**config.mk**
```make
export PLATFORM = sky130hd
export DESIGN_NAME = streaming_frame_scheduler
export DESIGN_NICKNAME = d
export VERILOG_FILES = /design/src/rtl/streaming_frame_scheduler.sv
export SDC_FILE = /design/constraint.sdc
export NUM_CORES = 1
export LEC_CHECK = 0
export ABC_AREA = 1
export BUFFER_PORTS_ARGS = -buffer_cell sky130_fd_sc_hd__buf_2
export CAP_MARGIN = 20
export CORE_ASPECT_RATIO = 1.75
export CORE_UTILIZATION = 48
export DETAILED_ROUTE_END_ITERATION = 7
export GPL_TIMING_DRIVEN = 0
export PLACE_DENSITY = 0.82
export SYNTH_ARGS = -nofsm -noshare
export SYNTH_HDL_FRONTEND = slang
export SYNTH_SLANG_ARGS = --single-unit
```
**constraint.sdc**
```tcl
create_clock -name clk -period 1.7 [get_ports clk]
set_clock_uncertainty 0.1 [all_clocks]
set_input_delay 0.085 -clock clk [delete_from_list [all_inputs] [get_ports clk]]
set_output_delay 0.085 -clock clk [all_outputs]
set_load 0.005 [all_outputs]
```
**src/rtl/streaming_frame_scheduler.sv**
```systemverilog
// Ping-pong frame-buffer scheduler: grants writer/reader buffers 1 cycle after request; req held until gnt.
// Build with STREAMING_SCHED_STATS_EN to get saturating frame/drop counters (otherwise stat_* read 0).
module streaming_frame_scheduler #(
  parameter int ADDR_W = 32,
  parameter int CNT_W  = 16
) (
  input  logic              clk,
  input  logic              rst,
  input  logic              cfg_en,
  input  logic [ADDR_W-1:0] cfg_wr_start0,
  input  logic [ADDR_W-1:0] cfg_wr_end0,
  input  logic [ADDR_W-1:0] cfg_wr_start1,
  input  logic [ADDR_W-1:0] cfg_wr_end1,
  input  logic              wr_req,
  output logic              wr_gnt,
  input  logic              wr_done,
  output logic [ADDR_W-1:0] wr_base,
  output logic [ADDR_W-1:0] wr_end,
  output logic              wr_sel,
  input  logic              rd_req,
  output logic              rd_gnt,
  input  logic              rd_done,
  output logic [ADDR_W-1:0] rd_base,
  output logic [ADDR_W-1:0] rd_end,
  output logic              rd_sel,
  output logic              frame_avail,
  output logic [CNT_W-1:0]  stat_wr_frames,
  output logic [CNT_W-1:0]  stat_drops
);

  typedef enum logic {W_IDLE, W_BUSY} w_state_t;
  typedef enum logic {R_IDLE, R_BUSY} r_state_t;

  w_state_t w_state_q, w_state_d;
  r_state_t r_state_q, r_state_d;

  logic latest_vld;
  logic latest_sel;
  logic wr_take, rd_take;
  logic wr_done_ok, rd_done_ok;
  logic wr_pick;
  logic wr_hits_latest;

  always_ff @(posedge clk) begin
    if (rst) begin
      w_state_q <= W_IDLE;
      r_state_q <= R_IDLE;
    end else begin
      w_state_q <= w_state_d;
      r_state_q <= r_state_d;
    end
  end

  always_comb begin
    w_state_d      = w_state_q;
    r_state_d      = r_state_q;
    wr_take        = (w_state_q == W_IDLE) && wr_req && cfg_en;
    rd_take        = (r_state_q == R_IDLE) && rd_req && cfg_en && latest_vld;
    wr_done_ok     = (w_state_q == W_BUSY) && wr_done;
    rd_done_ok     = (r_state_q == R_BUSY) && rd_done;
    wr_pick        = 1'b0;
    // A reader grant in this same cycle takes latest_sel, so the writer must steer around it.
    if (rd_take)
      wr_pick = ~latest_sel;
    else if (r_state_q == R_BUSY)
      wr_pick = ~rd_sel;
    else if (latest_vld)
      wr_pick = ~latest_sel;
    wr_hits_latest = wr_take && latest_vld && (wr_pick == latest_sel);

    if (wr_take)
      w_state_d = W_BUSY;
    else if (wr_done_ok)
      w_state_d = W_IDLE;
    if (rd_take)
      r_state_d = R_BUSY;
    else if (rd_done_ok)
      r_state_d = R_IDLE;
  end

  always_ff @(posedge clk) begin
    if (rst) begin
      wr_gnt     <= 1'b0;
      wr_base    <= '0;
      wr_end     <= '0;
      wr_sel     <= 1'b0;
      rd_gnt     <= 1'b0;
      rd_base    <= '0;
      rd_end     <= '0;
      rd_sel     <= 1'b0;
      latest_vld <= 1'b0;
      latest_sel <= 1'b0;
    end else begin
      wr_gnt <= wr_take;
      rd_gnt <= rd_take;
      if (wr_take) begin
        wr_sel  <= wr_pick;
        wr_base <= wr_pick ? cfg_wr_start1 : cfg_wr_start0;
        wr_end  <= wr_pick ? cfg_wr_end1   : cfg_wr_end0;
      end
      if (rd_take) begin
        rd_sel  <= latest_sel;
        rd_base <= latest_sel ? cfg_wr_start1 : cfg_wr_start0;
        rd_end  <= latest_sel ? cfg_wr_end1   : cfg_wr_end0;
      end
      if (wr_hits_latest)
        latest_vld <= 1'b0;
      if (wr_done_ok) begin
        latest_sel <= wr_sel;
        latest_vld <= 1'b1;
      end
      if (!cfg_en)
        latest_vld <= 1'b0;
    end
  end

  assign frame_avail = latest_vld;

`ifdef STREAMING_SCHED_STATS_EN
  logic             fresh;
  logic [CNT_W-1:0] wr_frames_q;
  logic [CNT_W-1:0] drops_q;

  // fresh marks a completed frame that no reader grant has consumed yet.
  always_ff @(posedge clk) begin
    if (rst) begin
      fresh       <= 1'b0;
      wr_frames_q <= '0;
      drops_q     <= '0;
    end else begin
      if (rd_take || wr_hits_latest)
        fresh <= 1'b0;
      if (wr_done_ok)
        fresh <= 1'b1;
      if (!cfg_en)
        fresh <= 1'b0;
      if (wr_done_ok && (wr_frames_q != {CNT_W{1'b1}}))
        wr_frames_q <= wr_frames_q + 1'b1;
      if (wr_hits_latest && fresh && (drops_q != {CNT_W{1'b1}}))
        drops_q <= drops_q + 1'b1;
    end
  end

  assign stat_wr_frames = wr_frames_q;
  assign stat_drops     = drops_q;
`else
  assign stat_wr_frames = '0;
  assign stat_drops     = '0;
`endif

endmodule

```
### After elaboration in Yosys (flattened, before gate mapping)

Index checks and enable logic that the tools add are counted.

| storage, ports and cells | value |
|---|---|
| output and inout port bits | 165 |
| bits in registers | 136 |

| cells by class | value |
|---|---|
| equal/unequal tests | 1 |
| bitwise operators | 5 |
| reductions and logical operators | 13 |
| mux-type cells | 13 |

Operators with widths:

| cell | number |
|---|---|
| 32-bit two-way mux | 4 |
| 1-bit logical AND | 9 |
| 1-bit two-way mux | 9 |
| 2-bit nonzero test | 3 |
| 1-bit inverter | 5 |
| 2-bit OR reduction | 1 |
| 1-bit == test | 1 |

### Logic depth before layout (Yosys ltp)

Gate-level depths: netlist of run 1.

| depth | value |
|---|---|
| depth after elaboration | 9 |
| gate-level depth with buffers | 9 |
| mapped depth without buffers | 8 |

### Worst setup path before layout of run 1

Ideal clock, no wire load.

| timing | value |
|---|---|
| path type | register -> register |
| start point | reg latest_vld (netlist: frame_avail) |
| end point | reg rd_base[0] |
| arrival time | 1.050 ns |
| clock period less this slack | 1.283 ns |
| stages on the path, launching flop included | 8 |
| setup time | 0.132 ns |
| required time | 1.468 ns |
| slack | 0.417 ns |
| cell sequence | dfxtp_1 inv_1 nor2_1 nand3_2 buf_2 buf_2 nand2_1 a21oi_1 |

| between the ends | value |
|---|---|
| longest elaborated chain between the ends | 1 |

Ends and longest elaborated chain:

| item | RTL line | text |
|---|---|---|
| start, declared | 37 | `logic latest_vld;` |
| start signal, assigned | 91 | `latest_vld <= 1'b0;` |
| start signal, assigned | 107 | `latest_vld <= 1'b0;` |
| start signal, assigned | 110 | `latest_vld <= 1'b1;` |
| 1-bit logical AND | 58 | `rd_take = (r_state_q == R_IDLE) && rd_req && cfg_en && latest_vld;` |
| end signal, assigned | 103 | `rd_base <= latest_sel ? cfg_wr_start1 : cfg_wr_start0;` |
| end, declared | 23 | `output logic [ADDR_W-1:0] rd_base,` |

Every way passes these cells.
A chain may end at the register's enable or synchronous reset.

### Final worst setup path of run 1

| timing | value |
|---|---|
| start point | in cfg_en |
| end point | reg wr_end[0] |

| between the ends | value |
|---|---|
| longest elaborated chain between the ends | 4 |
| elaborated cells between the ends (all ways) | 5 |

Ends and longest elaborated chain:

| item | RTL line | text |
|---|---|---|
| start, declared | 9 | `input logic cfg_en,` |
| 1-bit logical AND (2 in a row) | 58 |  |
| 1-bit two-way mux | 63 | `if (rd_take)` |
| 32-bit two-way mux | 99 | `wr_end <= wr_pick ? cfg_wr_end1 : cfg_wr_end0;` |
| end signal, assigned | 99 |  |
| end, declared | 18 | `output logic [ADDR_W-1:0] wr_end,` |

Parallel ways exist; a longest one is shown, timed or not.

==> impl_metrics.py, run 1 <==
metrics = {
    "status": {
        "outcome": "finished clean",
    },
    "synth": {
        "seq_area_frac_synth": 0.407,
        "syn-cell-area_sq_um": 6700,
        "synth-seq-cells": 136,
        "yosysWarningCount": 0,
        "synthCells": 1042,
        "synth_area_per_cell_sq_um": 6.43,
        "synthDistinctLibCells": 18,
    },
    "grt": {
        "grt_remaining_overflow": 0,
        "grt_usage": 0.364,
        "grt_pass1_wl_microns": 41200,
        "grt_pass1_vias": 8687,
        "antenna_found_initial": 0,
        "grt_max_degree": 17,
    },
    "sta": {
        "final_hold_viol_count": 0,
        "max_freq_mhz": 616,
        "max_slew.worst_pin.slew_ns": 0.550,
        "fin_crit_sh": 0.955,
        "slew_headroom": 0.633,
        "grt_setup_unrepaired": "true",
        "slew_violations": 0,
        "setup_viol": 0,
        "period_needed_ns": 1.62,
    },
    "power_and_ir_drop": {
        "peakVddDrop_mv": 0.656,
        "leakagePower_uw": 0.00516,
        "power.density_nw_per_um2": 794,
    },
    "die": {
        "dieHeight_microns": 158,
        "die_w_microns": 91.3,
        "row_count": 56,
        "io-pin-count": 300,
        "core_sq_um": 13500,
        "dieArea_sq_um": 14400,
        "start_util": 0.495,
    },
    "clock_network": {
        "cts_tree": "done",
        "cts_root_buf": "clkbuf_16",
        "htree_num_levels": 4,
        "clock-sinks": 136,
        "numCtsBuffers": 17,
        "clkLatencyLatePin_ns": 0.40,
        "ctsLongestPathBuffers": 2,
        "cts.reportedPaths.clkPinSlew_ns": 0.06,
    },
    "layout": {
        "final_cell_mix": "393 x nand2_1, 291 x buf_2, 135 x dfxtp_1",
        "final_area_sq_um": 10300,
        "diodes": 0,
        "area_delta_synth_final_pct": 53.1,
        "stdcell_count": 1674,
        "drive_gt1_frac": 0.256,
        "layout_commonest_cell": "nand2_1",
        "nNetsFinal": 1624,
    },
    "critical_path": {
        "worstPathArrival_ns": 1.83,
        "cp_max_fo": 10,
        "cp_data_required_time_ns": 1.91,
        "r2r_setup_slack_ns": 0.08,
        "cp-end-kind": "register",
        "startpoint_type": "primary input",
        "crit_type": "in -> reg",
    },
    "route": {
        "drc": 0,
        "wl_per_cell_microns": 15.8,
        "drtAntennaViolNets": 0,
        "routed_wl_microns": 26500,
        "via_per_inst": 5.24,
        "num_vias": 8770,
        "firstDrtPassIters": 6,
        "drt_iter0_markers": 506,
    },
    "placement": {
        "hpwl_microns": 16500,
        "dpl_cell_area_sq_um": 8360,
        "place.gp.congestion": 0.914,
        "io_buffers": 266,
        "placedCellCount": 1513,
    },
    "flow_run": {
        "drv_cap": 0,
    },
    "min_path": {
        "hp-class": "in -> reg",
    },
}
[logic make-up (layout without fill, tap and decap cells)]
group                  Yosys count  in the layout  synth area share
and+or+nand+nor                467            467             0.277
buffers and inverters          237            664             0.166
AOI/OAI and AO/OA              201            201             0.150
DFF                            136            136             0.407
other                            1             32          0.000560
[metrics by stage]
stage	setup TNS [ns]	power, uW	setup WS (ns)	hold WS (ns)	utilization
floorplan	0	3930	0.417	0.108	-
global placement	0	4330	0.0222	0.253	0.618
detailed placement	0	4350	0.0200	0.261	0.618
CTS	0	8050	0.00746	0.141	0.756
global route	-0.00459	8400	-0.00459	0.152	0.758
finish	0	8140	0.0771	0.135	0.758
[layer usage]
metal,part of all wire,global-route usage
met5,0,0
met4,0.066,0.279
met3,0.079,0.0932
met2,0.51,0.653
met1,0.34,0.358
[critical path, stage by stage]
cell	delay (ns)
dlygate4sd3_1	0.54
buf_2	0.16
nand2_1	0.11
nor2_4	0.07
inv_2	0.05
buf_2	0.24
clkbuf_4	0.25
nand2_1	0.07
a21oi_1	0.24
[flip-flops by register name (all words and copies together) (netlist names), 32 cells and up]
| name | flops |
|---|---|
| rd_base | 32 |
| rd_end | 32 |
| wr_base | 32 |
| wr_end | 32 |
[layout make-up]
class | count | area [sq um]
Buffer | 102 | 624
Tap cell | 174 | 218
Inverter | 135 | 509
Sequential cell | 136 | 2720
Clock buffer | 21 | 450
Multi-Input combinational cell | 700 | 2980
Clock inverter | 9 | 103
Timing Repair Buffer | 397 | 2640
Fill cell | 959 | 3270
[what timing repair did]
item                       in CTS  in global routing
setup endpoints to repair       0                 62
hold endpoints to repair      128                  0
hold buffers                  131                  0
resized for setup               0                 15
setup buffers                   0                  0
[Yosys cell counts]
master	n	area (sq um)
conb_1	1	3.75
buf_6	1	11.3
nand2_1	393	1480
inv_1	131	492
nand3_2	1	10.0
nor2_4	1	11.3
or2_2	1	6.26
dfxtp_1	136	2720
inv_2	4	15.0
buf_4	47	353
nand2_2	1	6.26
buf_2	28	140
nor2_1	4	15.0
nand3_1	66	330
clkbuf_1	21	78.8
a21oi_1	134	671
o21ai_0	67	335
buf_1	5	18.8
[worst paths after layout]
check / startpoint / end / depth (start not counted)
hold reg to reg: rd_end[19] / rd_end[19] / 2
hold / removal: rst / wr_base[5] / 3
setup reg to reg: frame_avail / rd_base[15] / 7
setup / recovery: cfg_en / wr_end[0] / 9
[report_power, final]
group | switching (uW) | internal (uW)
Combinational | 654 | 604
Clock | 1380 | 2170
Sequential | 54.4 | 3280
Power figures use the tool's default switching activity.
==> run 2, diff against run 1 <==
SETUP_SLACK_MARGIN = 0.3   (was not set)
==> impl_metrics.py, run 2 (synthesized netlist as in run 1, its figures left out) <==
metrics = {
    "flow_run": {
        "drv_cap": 0,
    },
    "clock_network": {
        "clkLatencyLatePin_ns": 0.42,
        "htree_num_levels": 4,
        "cts_root_buf": "clkbuf_16",
        "cts_tree": "done",
        "cts.reportedPaths.clkPinSlew_ns": 0.06,
        "ctsLongestPathBuffers": 2,
        "clock-sinks": 136,
        "numCtsBuffers": 17,
    },
    "power_and_ir_drop": {
        "pwr-share-seq": 0.394,
        "peakVddDrop_mv": 0.669,
        "power.share.clock": 0.427,
        "comb_power_share": 0.179,
        "power.density_nw_per_um2": 733,
        "p_switching_uw": 2310,
        "leakagePower_uw": 0.00554,
        "swShare": 0.273,
        "internal-power_uw": 6150,
    },
    "die": {
        "dieHeight_microns": 158,
        "row_count": 56,
        "start_util": 0.495,
        "io-pin-count": 300,
        "die_w_microns": 91.3,
        "core_sq_um": 13500,
        "dieArea_sq_um": 14400,
    },
    "layout": {
        "nNetsFinal": 1650,
        "area_delta_synth_final_pct": 72.4,
        "final_area_sq_um": 11500,
        "post-route-util": 0.854,
        "final_cell_mix": "343 x nand2_1, 279 x buf_2, 132 x dfxtp_1",
        "diodes": 0,
        "drive_gt1_frac": 0.359,
        "layout_commonest_cell": "nand2_1",
    },
    "route": {
        "drc": 0,
        "wl_met2_microns": 16200,
        "wl_per_cell_microns": 19.1,
        "drt_iter0_markers": 798,
        "firstDrtPassIters": 8,
        "top_layer": "met4",
        "drtAntennaViolNets": 0,
        "met1_length_microns": 10200,
        "num_vias": 9600,
        "dr_wl_met3_microns": 3110,
        "via_per_inst": 5.65,
        "routed_wl_microns": 32500,
    },
    "critical_path": {
        "crit_type": "reg -> reg",
        "cp_data_required_time_ns": 1.94,
        "startpoint_type": "register",
        "critical_path.top_delay_family": "buffers and inverters",
        "cp_slowest_cell": "dfxtp_4",
        "worstPathArrival_ns": 1.82,
        "cp-end-kind": "register",
        "cp_max_fo": 10,
        "crit_buf_inv": 2,
        "cp_common_cell": "nand2_1",
        "cpPeakStageDelay_ns": 0.39,
        "crit_chain": "buf_4 -> buf_2 -> nand2_1 -> o21ai_0 -> nand2_1 -> a21oi_1",
    },
    "placement": {
        "place.gp.congestion": 0.914,
        "io_buffers": 266,
        "dpl_cell_area_sq_um": 8360,
        "hpwl_microns": 16500,
    },
    "sta": {
        "max_freq_mhz": 633,
        "grt_setup_unrepaired": "true",
        "slew_headroom": 0.511,
        "max_slew.worst_pin.slew_ns": 0.733,
        "period_needed_ns": 1.58,
        "final_hold_viol_count": 0,
        "setup_viol": 0,
        "fin_crit_sh": 0.929,
        "slew_violations": 0,
    },
    "grt": {
        "grt_pass1_vias": 8739,
        "grt_pass1_wl_microns": 42000,
        "grt_usage": 0.373,
        "grt_remaining_overflow": 0,
        "grt_max_degree": 17,
        "antenna_found_initial": 0,
    },
    "min_path": {
        "hp-class": "in -> reg",
    },
    "status": {
        "outcome": "finished clean",
    },
}
-- run 2: changes by cell type in the layout (fill, tap and decap cells not counted), moves of 5 or more --
cell       change
nand3_2       +39
a21oi_1       -38
nand3_1       -40
buf_4          +7
buf_2         -12
buf_8         +13
a21oi_2       +38
buf_6          +6
nand2_1       -50
nand2_2       +29
buf_12         +5
clkbuf_16      +9
nand2_4       +20
-- run 2: per-layer routing --
metal  vias to the layer above  GRT usage
li1                       4105          -
met1                      4343      0.369
met2                       851      0.674
met3                       301     0.0874
met4                         0      0.277
met5                         -          0
-- run 2: what timing repair did --
item,4_1_cts,5_1_grt
endpoints found under the hold margin,128,0
setup buffers,10,2
pin swaps,10,73
gates resized for setup,81,176
setup endpoints to repair,125,125
cloned,4,10
hold buffers,131,0
-- run 2: layout make-up --
cell class,count,area (sq um)
buffer,102,811
inverter,135,527
tap,174,218
fill,704,1980
multi-input combinational,700,3580
timing repair inverter,1,8.76
clock inverter,9,103
clock buffer,21,450
timing repair buffer,422,3120
sequential,136,2730
-- run 2: through the flow --
step	worst slack (ns)	hold WS, ns	cells	power (uW)	setup TNS, ns
floorplan	0.417	0.108	1073	3930	0
global placement	0.0222	0.253	1513	4330	0
detailed placement	0.0200	0.261	1513	4350	0
CTS	0.261	0.141	1688	8100	0
global route	-0.0911	0.134	1700	8660	-0.0911
finish	0.121	0.124	1700	8460	0
-- run 2: path summary, 6_finish.rpt --
path | from | endpoint | slack, ns | cells past startpoint
min reg2reg | rd_end[1] | rd_end[1] | 0.36 | 2
max reg2reg | latest_sel | rd_end[19] | 0.12 | 6
min | rst | wr_base[5] | 0.12 | 3
max | latest_sel | rd_end[19] | 0.12 | 6
-- run 2: power groups by stage --
stage | clock network (uW) | registers (uW) | logic, uW
final | 3610 | 3340 | 1510
after global routing | 3710 | 3340 | 1610
after CTS | 3540 | 3330 | 1230
after detailed placement | 0 | 3400 | 951
after global placement | 0 | 3390 | 939
after floorplan | 0 | 3400 | 526
-- run 2: worst register-to-register path: cells and delay by family (launching register included) --
family | cells | cell delay (ns)
buffers and inverters | 2 | 0.47
flip-flops | 1 | 0.39
AO/OA/AOI/OAI | 2 | 0.33
AND/OR/NAND/NOR | 2 | 0.20
